--- src/rtl/hash_function_mb_if.sv ---
// Block stream, IV/start control and digest/status bundle for hash_function_mb.
// Byte 0 of every NBYTES-wide vector is the most significant byte.
interface hash_function_mb_if #(
    parameter int NBYTES = 4,
    parameter int CNT_W  = 8
);
    logic                   start;
    logic [0:NBYTES-1][7:0] IV;
    logic [0:NBYTES-1][7:0] blk_data;
    logic                   blk_valid;
    logic                   blk_last;
    logic                   blk_ready;
    logic [0:NBYTES-1][7:0] d;
    logic                   done;
    logic                   busy;
    logic [CNT_W-1:0]       blk_count;

    modport master (
        output start, IV, blk_data, blk_valid, blk_last,
        input  blk_ready, d, done, busy, blk_count
    );

    modport slave (
        input  start, IV, blk_data, blk_valid, blk_last,
        output blk_ready, d, done, busy, blk_count
    );
endinterface

--- src/rtl/hash_function_mb.sv ---
// Multi-block Davies-Meyer hash, one round per clk; done pulses the cycle after the final block's ROUNDS-th round.
// Backpressure: blk_ready is high only while waiting for a block; the source holds the block until accepted.
module hash_function_mb #(
    parameter int NBYTES = 4,
    parameter int ROUNDS = 8,
    parameter int CNT_W  = 8
) (
    input  logic              clk,
    input  logic              rst_n,
    hash_function_mb_if.slave bus
);
    typedef logic [0:NBYTES-1][7:0] blk_t;
    typedef enum logic [1:0] {IDLE, WAIT_BLK, ROUND} state_t;

    localparam logic [7:0] LAST_R = 8'(ROUNDS - 1);

    state_t           state;
    blk_t             h;
    blk_t             hs;
    blk_t             m;
    blk_t             d_q;
    blk_t             round_out;
    blk_t             m_next;
    logic [7:0]       r;
    logic             last_q;
    logic             done_q;
    logic [CNT_W-1:0] cnt_q;

    // m is rotated one byte left every round, so m[i] always holds original m[(i+r) mod NBYTES]
    for (genvar i = 0; i < NBYTES; i++) begin : g_byte
        localparam int J = (i + 1) % NBYTES;
        logic [7:0] t_i;
        logic [7:0] t_j;
        logic [7:0] sum;
        assign t_i          = h[i] ^ m[i];
        assign t_j          = h[J] ^ m[J];
        assign sum          = t_i + t_j;
        assign round_out[i] = {sum[4:0], sum[7:5]} ^ r;
        assign m_next[i]    = m[J];
    end

    assign bus.blk_ready = (state == WAIT_BLK);
    assign bus.busy      = (state != IDLE);
    assign bus.d         = d_q;
    assign bus.done      = done_q;
    assign bus.blk_count = cnt_q;

    always_ff @(posedge clk) begin
        if (!rst_n) begin
            state  <= IDLE;
            h      <= '0;
            hs     <= '0;
            m      <= '0;
            d_q    <= '0;
            r      <= '0;
            last_q <= 1'b0;
            done_q <= 1'b0;
            cnt_q  <= '0;
        end else begin
            done_q <= 1'b0;
            case (state)
                IDLE: begin
                    if (bus.start) begin
                        h     <= bus.IV;
                        cnt_q <= '0;
                        state <= WAIT_BLK;
                    end
                end
                WAIT_BLK: begin
                    if (bus.blk_valid) begin
                        m      <= bus.blk_data;
                        hs     <= h;
                        last_q <= bus.blk_last;
                        r      <= '0;
                        state  <= ROUND;
                    end
                end
                ROUND: begin
                    m <= m_next;
                    r <= r + 8'd1;
                    if (r == LAST_R) begin
                        h <= round_out ^ hs;
                        if (cnt_q != {CNT_W{1'b1}}) begin
                            cnt_q <= cnt_q + CNT_W'(1);
                        end
                        if (last_q) begin
                            d_q    <= round_out ^ hs;
                            done_q <= 1'b1;
                            state  <= IDLE;
                        end else begin
                            state <= WAIT_BLK;
                        end
                    end else begin
                        h <= round_out;
                    end
                end
                default: state <= IDLE;
            endcase
        end
    end
endmodule

--- src/flat_wrapper.sv ---
// flat-port wrapper written by rule: the top's interface ports become plain ports
module hash_function_mb_flat 
#(
    parameter int NBYTES = 4,
    parameter int ROUNDS = 8,
    parameter int CNT_W  = 8
)
  (clk, rst_n, bus_start, bus_IV, bus_blk_data, bus_blk_valid, bus_blk_last, bus_blk_ready, bus_d, bus_done, bus_busy, bus_blk_count);
  hash_function_mb_if #(.NBYTES(NBYTES), .CNT_W(CNT_W)) bus_i ();
  input  logic clk;
  input  logic rst_n;
  input wire logic [$bits(bus_i.start)-1:0] bus_start;
  input wire logic [$bits(bus_i.IV)-1:0] bus_IV;
  input wire logic [$bits(bus_i.blk_data)-1:0] bus_blk_data;
  input wire logic [$bits(bus_i.blk_valid)-1:0] bus_blk_valid;
  input wire logic [$bits(bus_i.blk_last)-1:0] bus_blk_last;
  output wire logic [$bits(bus_i.blk_ready)-1:0] bus_blk_ready;
  output wire logic [$bits(bus_i.d)-1:0] bus_d;
  output wire logic [$bits(bus_i.done)-1:0] bus_done;
  output wire logic [$bits(bus_i.busy)-1:0] bus_busy;
  output wire logic [$bits(bus_i.blk_count)-1:0] bus_blk_count;
  assign bus_i.start = bus_start;
  assign bus_i.IV = bus_IV;
  assign bus_i.blk_data = bus_blk_data;
  assign bus_i.blk_valid = bus_blk_valid;
  assign bus_i.blk_last = bus_blk_last;
  assign bus_blk_ready = bus_i.blk_ready;
  assign bus_d = bus_i.d;
  assign bus_done = bus_i.done;
  assign bus_busy = bus_i.busy;
  assign bus_blk_count = bus_i.blk_count;
  hash_function_mb #(.NBYTES(NBYTES), .ROUNDS(ROUNDS), .CNT_W(CNT_W)) u_core (.clk(clk), .rst_n(rst_n), .bus(bus_i));
endmodule
--- config.mk ---
export PLATFORM = sky130hd
export DESIGN_NAME = hash_function_mb_flat
export DESIGN_NICKNAME = d
export VERILOG_FILES = /design/src/rtl/hash_function_mb_if.sv /design/src/rtl/hash_function_mb.sv /design/src/flat_wrapper.sv
export SDC_FILE = /design/constraint.sdc
export NUM_CORES = 1
export LEC_CHECK = 0
export ABC_AREA = 1
export BUFFER_PORTS_ARGS = -buffer_cell sky130_fd_sc_hd__buf_4
export CAP_MARGIN = 20
export CORE_ASPECT_RATIO = 0.7
export CORE_MARGIN = 2
export CORE_UTILIZATION = 59
export DETAILED_ROUTE_END_ITERATION = 12
export PLACE_DENSITY = 0.89
export SLEW_MARGIN = 5
export SYNTH_ARGS = -nofsm -noshare
export SYNTH_HDL_FRONTEND = slang
export SYNTH_SLANG_ARGS = --single-unit
--- constraint.sdc ---
create_clock -name clk -period 2.52 [get_ports clk]
set_input_delay 0.378 -clock clk [delete_from_list [all_inputs] [get_ports clk]]
set_output_delay 0.378 -clock clk [all_outputs]
set_load 0.02 [all_outputs]
==> results.txt <==
total wire length - 27.36 mm
Nets - 1414
Initial DRC Count - 1120
final hold slack - 222.6 ps
TritonCTS buffer count - 17
Clock Latency Late Sink - 430 ps
Post-Synthesis Cells - 1217
register-to-register setup slack - 160 ps
Area Overhead vs Synth - 20.80%
worst-path fanout max - 4
port bufs - 111
Critical Path End Type - register
first-pass GRT wire length - 42.85 mm
Final period util - 0.9362
power per standard cell area - 884.7 nW/um^2
post-synth top area share - 0.3486
Inserted Diodes - 0
number of synthesized flops with an enable pin - 0
async set-reset flop share out of synthesis - 0
largest area contributor in the netlist - dfxtp_1
Fin Clk Skew - 14.92 ps
clk sink count - 148
H-tree levels - 4
DR WL/cell - 18.01 um
Post-DRT Antenna Nets - 0
chip height - 104.4 um
fraction of layout cells with a size suffix above 1 - 0.1595
CTS Hold Buffers Added - 0
sequential share of the synthesized area - 0.3486
Setup Buffers After CTS - 0
RR Endpoint - u_core.h[8]
TritonCTS clock tree - built
total gr overflow - 0
Clock Tree Buf Depth - 2
Critical Path Start - u_core.m[12]
Pins Over Slew Limit - 0
final instance area - 10270 sq um
count of different cell masters after synthesis - 40
FF+latch count, synth - 148
Core Area - 14010 sq um
total negative slack - 0 ps
relative slew slack - 0.5865
R2R cell count - 11
Synth Flop Type - dfxtp_1
pin count of the biggest net entering global routing - 52
Ports - 112
Placed Area - 9554 sq um
number of global-route vias before repair - 8353
Worst EP arrival - 2700 ps
leakage - 4.916 nW
Setup crit end - u_core.h[8]
row cnt - 36
Fmax achieved - 0.4239 GHz
Post-route DRC - 0
Critical R2R Launch - u_core.m[12]
Final Hold Viols - 0
total power - 9.083 mW
DR vias - 8926
most frequent cell after synthesis - nand2_1
Least-Margin Pin Slew - 618.1 ps
Worst setup SP type - register
Pre-antenna DRT Iters - 7
VDD IR max - 0.5372 mV
initial antenna violation count - 0
Required @ worst endpoint - 2860 ps
Warnings, synthesis - 0
chip width - 147.4 um
Initial Util - 0.6066
worst hold path type - primary input to register
Total Routing Usage GR - 0.3543
syn_nets - 1315
full die area - 15390 sq um
Worst Setup Path Type - register to register
synth top area cells - dfxtp_1 35%, nand2_1 14%, xor2_1 7.1%, o21ai_0 6.4%, a21oi_1 6.2%
Syn Area/Cell - 6.983 sq um
DPL Wire Length - 19.76 mm
status - complete, no violations
final setup fails - 0
Tmin final - 2359 ps
RSZ-0062 raised after global routing - yes
Post-synth top cells - 310 x nand2_1, 148 x dfxtp_1, 125 x inv_1, 109 x o21ai_0, 105 x a21oi_1
Final GP Congestion - 1.014
fin util - 0.7329
maxcap violations - 0
CTS root buf - clkbuf_16
Clock transition at path regs - 70 ps
Post-Syn Area - 8498 sq um
DR vias/cell - 5.876
==> where the power goes <==
part / switching (mW) / total, mW / internal (mW) / leakage [nW]
Sequential: 0.233 / 2.78 / 2.55 / 1.21
Combinational: 2.38 / 3.60 / 1.22 / 3.40
Clock: 1.16 / 2.70 / 1.54 / 0.304
==> layer usage <==
metal  global-route usage  vias up  wire length [um]
met5                    0        -                 0
met4               0.1751        0              1277
met3              0.08728      100              3267
met2               0.5457      576             11830
met1               0.4642     4061             10990
li1                     -     4189                 -
==> kinds of logic after synthesis <==
kind of cell    Yosys count  share of synthesized area
compound gates          303                     0.2027
xor+xnor                 87                    0.09055
fa+ha+maj                29                    0.04446
buf+inv                 190                    0.08716
flops                   148                     0.3486
simple gates            460                     0.2264
==> per-stage QoR <==
step | instances | worst slack (ps)
2_1_floorplan | 1217 | 481.6
3_3_place_gp | 1487 | 167.3
3_5_place_dp | 1487 | 148.6
4_1_cts | 1519 | 124.9
5_1_grt | 1519 | -25.41
6_report | 1519 | 160.8
==> registers in the layout (all words and copies together) (netlist names) <==
signal and flops:
u_core.hs 32, u_core.m 32, u_core.bus.d 32, u_core.last_q 1
u_core.bus.blk_count 8, u_core.bus.done 1, u_core.r 8, u_core.h 32
u_core.state 2
==> worst max-delay path, cell delays in order (launching register included) <==
cell      delay [ps]
dfxtp_1          440
xor2_2           250
ha_1             340
a21oi_1          220
a21boi_0         250
or2_2            160
nand2_1           50
nand2_1           70
nand2_1           70
o21ai_0          160
a21oi_1           60
nor2_1           190
==> what timing repair did <==
action	4_1_cts	5_1_grt
hold endpoints to repair	0	0
endpoints found under the setup margin	0	14
resized for setup	0	18
==> cell type report <==
class	instances	area [sq um]
Clock inverter	14	188.9
Fill cell	1046	3742
Multi-Input combinational cell	879	4871
Timing Repair Buffer	138	1061
Clock buffer	18	439.2
Sequential cell	148	2973
Inverter	132	495.5
Tap cell	190	237.7
==> placed cells by master, fill, tap and decap left out, drive strengths merged, types with 9 or more instances in the layout <==
cell    Yosys  final
o21ai     112    112
o21bai     12     12
inv       132    138
o221ai     16     16
buf        20    138
xnor2      17     17
nand3      65     65
a31oi      23     23
dfxtp     148    148
xor2       70     70
nand2     315    315
ha         27     27
a22oi       9      9
a21oi     105    105
clkbuf     38     18
nor2       62     62
==> how the worst min path moves through the flow <==
stage | start | to | slack (ps) | cells after the start
after floorplan | u_core.hs[10] | u_core.hs[10] | 440 | 2
after global placement | u_core.bus.d[27] | u_core.bus.d[27] | 450 | 2
after detailed placement | u_core.bus.d[27] | u_core.bus.d[27] | 460 | 2
after CTS | bus_blk_data[23] | u_core.m[23] | 220 | 3
after global routing | bus_blk_data[7] | u_core.m[7] | 230 | 3
final | bus_blk_data[23] | u_core.m[23] | 220 | 3
(Power assumes the default switching activity.)
